[src/rtl/ball_motion.sv]
// Ball position/direction owner: steps the ball on a divided tick, bounces it off
// walls, paddle and bricks, and tracks lives through loss and game over.
module ball_motion #(
    parameter int SCREEN_W = 640,
    parameter int SCREEN_H = 480,
    parameter int START_X  = 320,
    parameter int START_Y  = 400,
    parameter int PADDLE_Y = 440,
    parameter int PADDLE_W = 80,
    parameter int MOVE_DIV = 416666,
    parameter int LIVES    = 3
) (
    input  logic       clk,
    input  logic       rst,
    input  logic       start,
    input  logic       topbotcol,
    input  logic       LRcol,
    input  logic [9:0] paddlex,
    output logic [9:0] ballx,
    output logic [9:0] bally,
    output logic       dirx,
    output logic       diry,
    output logic       moving,
    output logic [1:0] lives,
    output logic       ball_lost,
    output logic       game_over,
    output logic [1:0] state_dbg
);
    localparam int CW = (MOVE_DIV > 2) ? $clog2(MOVE_DIV) : 1;
    localparam logic [CW-1:0] CNT_LAST = CW'(MOVE_DIV - 1);
    localparam logic [9:0] X_MAX   = 10'(SCREEN_W - 1);
    localparam logic [9:0] Y_MAX   = 10'(SCREEN_H - 1);
    localparam logic [9:0] X_START = 10'(START_X);
    localparam logic [9:0] Y_START = 10'(START_Y);
    localparam logic [9:0] PAD_ROW = 10'(PADDLE_Y - 1);
    localparam logic [1:0] LIVES_INIT = 2'(LIVES);

    typedef enum logic [1:0] {IDLE = 2'd0, MOVE = 2'd1, LOST = 2'd2, OVER = 2'd3} state_t;

    state_t        state;
    logic [CW-1:0] cnt;
    logic          pt, pl;
    logic          step, ex, ey, on_paddle, lose;
    logic [10:0]   paddle_end;

    assign state_dbg  = state;
    assign step       = (cnt == CNT_LAST);
    // 11-bit so a paddle near the right edge cannot wrap its span
    assign paddle_end = {1'b0, paddlex} + 11'(PADDLE_W);
    assign on_paddle  = ({1'b0, ballx} >= {1'b0, paddlex}) && ({1'b0, ballx} < paddle_end);

    // Wall overrides beat brick flips; the paddle only reflects a descending ball
    always_comb begin
        ex = dirx ^ (pl | LRcol);
        ey = diry ^ (pt | topbotcol);
        if (ballx == 10'd0)
            ex = 1'b1;
        else if (ballx == X_MAX)
            ex = 1'b0;
        if (bally == 10'd0)
            ey = 1'b1;
        if (ey && (bally == PAD_ROW) && on_paddle)
            ey = 1'b0;
        lose = ey && (bally == Y_MAX);
    end

    always_ff @(posedge clk) begin
        if (rst) begin
            state     <= IDLE;
            ballx     <= X_START;
            bally     <= Y_START;
            dirx      <= 1'b1;
            diry      <= 1'b0;
            moving    <= 1'b0;
            lives     <= LIVES_INIT;
            ball_lost <= 1'b0;
            game_over <= 1'b0;
            cnt       <= '0;
            pt        <= 1'b0;
            pl        <= 1'b0;
        end else begin
            case (state)
                IDLE: begin
                    if (start) begin
                        state  <= MOVE;
                        moving <= 1'b1;
                        cnt    <= '0;
                    end
                end
                MOVE: begin
                    if (step) begin
                        cnt <= '0;
                        pt  <= 1'b0;
                        pl  <= 1'b0;
                        if (lose) begin
                            state     <= LOST;
                            moving    <= 1'b0;
                            ball_lost <= 1'b1;
                        end else begin
                            ballx <= ex ? ballx + 10'd1 : ballx - 10'd1;
                            bally <= ey ? bally + 10'd1 : bally - 10'd1;
                            dirx  <= ex;
                            diry  <= ey;
                        end
                    end else begin
                        cnt <= cnt + 1'b1;
                        // Sticky: repeated pulses within one interval flip an axis once
                        if (topbotcol)
                            pt <= 1'b1;
                        if (LRcol)
                            pl <= 1'b1;
                    end
                end
                LOST: begin
                    ball_lost <= 1'b0;
                    lives     <= lives - 2'd1;
                    pt        <= 1'b0;
                    pl        <= 1'b0;
                    ballx     <= X_START;
                    bally     <= Y_START;
                    dirx      <= 1'b1;
                    diry      <= 1'b0;
                    if (lives == 2'd1) begin
                        state     <= OVER;
                        game_over <= 1'b1;
                    end else begin
                        state <= IDLE;
                    end
                end
                default: begin
                    // OVER holds everything until reset
                end
            endcase
        end
    end
endmodule

[config.mk]
export PLATFORM = sky130hd
export DESIGN_NAME = ball_motion
export DESIGN_NICKNAME = d
export VERILOG_FILES = /design/src/rtl/ball_motion.sv
export SDC_FILE = /design/constraint.sdc
export NUM_CORES = 1
export LEC_CHECK = 0
export ABC_AREA = 1
export CAP_MARGIN = 20
export CELL_PAD_IN_SITES_DETAIL_PLACEMENT = 0
export CELL_PAD_IN_SITES_GLOBAL_PLACEMENT = 1
export CORE_ASPECT_RATIO = 1.5
export CORE_MARGIN = 1
export CORE_UTILIZATION = 46
export CTS_BUF_LIST = sky130_fd_sc_hd__clkbuf_8
export DETAILED_ROUTE_END_ITERATION = 8
export PLACE_DENSITY = 0.9
export SLEW_MARGIN = 20
export SYNTH_ARGS = -nofsm -noshare
export SYNTH_HDL_FRONTEND = slang
export SYNTH_SLANG_ARGS = --single-unit
[constraint.sdc]
create_clock -name clk -period 5.5 [get_ports clk]
set_input_delay 0.825 -clock clk [delete_from_list [all_inputs] [get_ports clk]]
set_output_delay 0.825 -clock clk [all_outputs]
set_load 0.02 [all_outputs]
==> impl_metrics.py <==
metrics = {
    "final_layout": {
        "final_common_cell": "nand2_1",
        "fill_cells": 848,
        "final_cell_mix": "118 x nand2_1, 69 x inv_1, 51 x nor2_1",
        "antennaDiodeCount": 0,
        "post-route-util_pct": 55.7,
        "area_growth_pct": 16.6,
        "stdcell_count": 702,
        "drive_above_1_share_pct": 6.20,
        "finalNetCount": 653,
        "design_area_sq_um": 4520,
    },
    "logic_synthesis": {
        "synth.cell_area_sq_um": 3870,
        "synth_mux_area_share_pct": 0,
        "ys_types": 48,
        "synth.top_cell.area_share_pct": 25.8,
        "yosys.area_share.simple_pct": 30.4,
        "synth-edff-count": 0,
        "yosysTopAreaCell": "dfxtp_1",
        "async_reset_ff_share_pct": 0,
        "yosysWarnings": 0,
        "synthCells": 555,
        "synth_top_family_by_area": "simple AND/OR/NAND/NOR gates",
        "synthXorXnorAreaFrac_pct": 5.65,
        "syn_area_per_cell_sq_um": 6.98,
        "synth_compound_area_share_pct": 14.5,
        "synth-seq-area-share_pct": 25.8,
        "synthAdderAreaFrac_pct": 14.0,
        "synth-seq-cells": 50,
        "ys_top_cells_by_area": "dfxtp_1 26%, ha_1 13%, nand2_1 11%",
        "synth_nets": 612,
        "ys.flop_type": "dfxtp_1",
    },
    "floorplan": {
        "core_sq_um": 8110,
        "start_util_pct": 47.8,
        "die_area_sq_um": 8800,
        "ios": 44,
        "die_h_um": 114,
        "placementRows": 40,
        "die_w_um": 76.9,
    },
    "route": {
        "vias_per_cell": 5.31,
        "wire_per_inst_um": 14.6,
        "first_pass_iters": 4,
        "ant_nets": 0,
        "finalWirelength_um": 10300,
        "drc": 0,
        "vias": 3730,
        "first_iter_violations": 129,
    },
    "worst_setup_path": {
        "crit_path_frequent_cell": "nand2_1",
        "path_cells": "clkdlybuf4s50_1, ha_1, or2_1, nand2_1, xor2_1, ha_1, nand2_1, inv_1, nand2_1, nand2_1, nand2_1, nand2_1, nand2_1, inv_1, fa_1, o31ai_1, a21oi_1, o21ai_0, xor2_1, nor2_1, nor2_1, nor2_1",
        "slowest_stage": "clkdlybuf4s50_1",
        "cp-start-kind": "primary input",
        "critical_path_buf_inv_count": 3,
        "cp.depth": 22,
        "cp.required_ps": 5720,
        "worstPathArrival_ps": 4500,
        "path_class": "in -> reg",
        "cpPeakStageDelay_ps": 450,
        "r2r_cells": 19,
        "worstPathMaxFanout": 6,
        "cp-end-kind": "flip-flop",
        "cp_top_family": "simple AND/OR/NAND/NOR gates",
    },
    "timing": {
        "fin_crit_sh_pct": 77.9,
        "hold_viol_final": 0,
        "fin_crit_ps": 4290,
        "slew_viol_final": 0,
        "setup_viol": 0,
        "worstMarginPinSlew_ps": 889,
        "setup_tns_ps": 0,
        "max_freq_mhz": 233,
        "relSlewSlack_pct": 40.5,
        "rsz0062_at_grt": "no",
        "finClkSkew_ps": 10.8,
    },
    "flow_run": {
        "maxCapViolations": 0,
    },
    "power": {
        "peakVddDrop_mv": 0.242,
        "powerDensity_nw_per_um2": 380,
        "p_leak_nw": 1.99,
        "power_w": 0.00172,
    },
    "global_routing": {
        "grt_pass1_vias": 3729,
        "antenna_found_initial": 0,
        "grt_pass1_wl_um": 17300,
        "grt_overflow_total": 0,
        "grt_max_degree": 22,
        "track_usage_pct": 25.2,
    },
    "min_path": {
        "hold_depth": 2,
        "hold_class": "reg -> reg",
    },
    "clock_tree": {
        "clockBufferDepth": 2,
        "hold_buffers": 0,
        "cts_sinks": 50,
        "post-cts-setup-buffers": 0,
        "clockRootBuffer": "clkbuf_8",
        "cts_tree": "done",
        "htreeDepth": 2,
        "cts_resized": 0,
        "numCtsBuffers": 5,
        "path_clk_slew_ps": 90,
        "insertion_delay_ps": 320,
    },
    "placement": {
        "port_buffers": 43,
        "dp_hpwl_um": 8000,
        "dpl_cell_area_sq_um": 4370,
        "globalplace.congestion": 0.862,
        "placed_cells": 694,
    },
    "status": {
        "status": "completed",
    },
}
==> layer usage <==
metal  share of wire [%]  track usage, %  vias to the layer above
met4                 3.6            12.7                        0
met5                   0               0                        -
li1                    -               -                     1925
met1                  39            24.7                     1725
met2                  55            50.8                       58
met3                 2.4            2.95                       22
==> Yosys cell counts, types with 2 or more instances <==
library cell / count
xnor2_1: 5
nand2_1: 118
ha_1: 40
nor3_1: 15
o21ai_0: 32
nand3_1: 28
a211oi_1: 3
fa_1: 2
clkbuf_1: 4
xor2_1: 20
dfxtp_1: 50
inv_2: 4
nand4_1: 11
nand2_2: 2
a21oi_1: 50
nand2_4: 2
nor2_1: 51
buf_2: 3
o31ai_1: 3
nor4_1: 5
inv_4: 2
inv_1: 69
nand3b_1: 3
nor2_2: 2
a21o_1: 2
nor2_4: 4
buf_6: 4
==> worst reg2reg max path, cell delays in order (launching register included) <==
cell and delay (ps):
dfxtp_1 550, inv_1 190, ha_1 310, nand2_1 50, nand3b_1 90, nand3_1 70, nand2_1 60, nor2_1 60
nor2_1 90, nand2_1 110, nand2_1 210, inv_1 100, fa_1 410, o31ai_1 420, a21oi_1 110, o21ai_0 200
xor2_1 170, nor2_1 50, nor2_1 130, nor2_1 50
==> per-stage QoR <==
step	setup WS, ps	hold WS (ps)
detailed placement	875	447
finish	1210	458
floorplan	1630	444
global placement	963	441
global route	812	480
CTS	1200	460
==> registers in the layout (all words and copies together) (netlist names) <==
name,flops
pl,1
dirx,1
cnt,19
pt,1
bally,10
lives,2
moving,1
diry,1
ballx,10
game_over,1
state_dbg,2
ball_lost,1
==> layout make-up <==
type,count,area [sq um],area share (%)
multi-input cells,418,2500,55.4
inverters,76,295,6.54
well taps,105,131,2.91
clock buffers,6,82.6,1.83
repair buffers,45,445,9.86
flip-flops and latches,50,1000,22.2
clock inverters,2,60.1,1.33
==> final timing paths <==
check                                start         to  slack [ps]
worst max-delay path            paddlex[4]   bally[6]        1210
worst max register to register    ballx[0]   bally[6]        1950
worst min register to register   game_over  game_over         460
worst min-delay path             game_over  game_over         460
==> cell families (layout without fill, tap and decap cells) <==
logic type                 after synthesis  count (layout)
AOI/OAI and AO/OA                      101             101
DFF                                     50              50
adders and majority gates               42              42
xor gates and xnor gates                25              25
buffers and inverters                   87             129
and+or+nand+nor                        250             250
==> report_power, final <==
part / switching, W / internal [W] / total, W
Combinational: 0.000544 / 0.000351 / 0.000895
Clock: 0.000134 / 0.000194 / 0.000328
Sequential: 0.0000791 / 0.000416 / 0.000495
Total: 0.000757 / 0.000961 / 0.00172
Power figures use the tool's default switching activity.
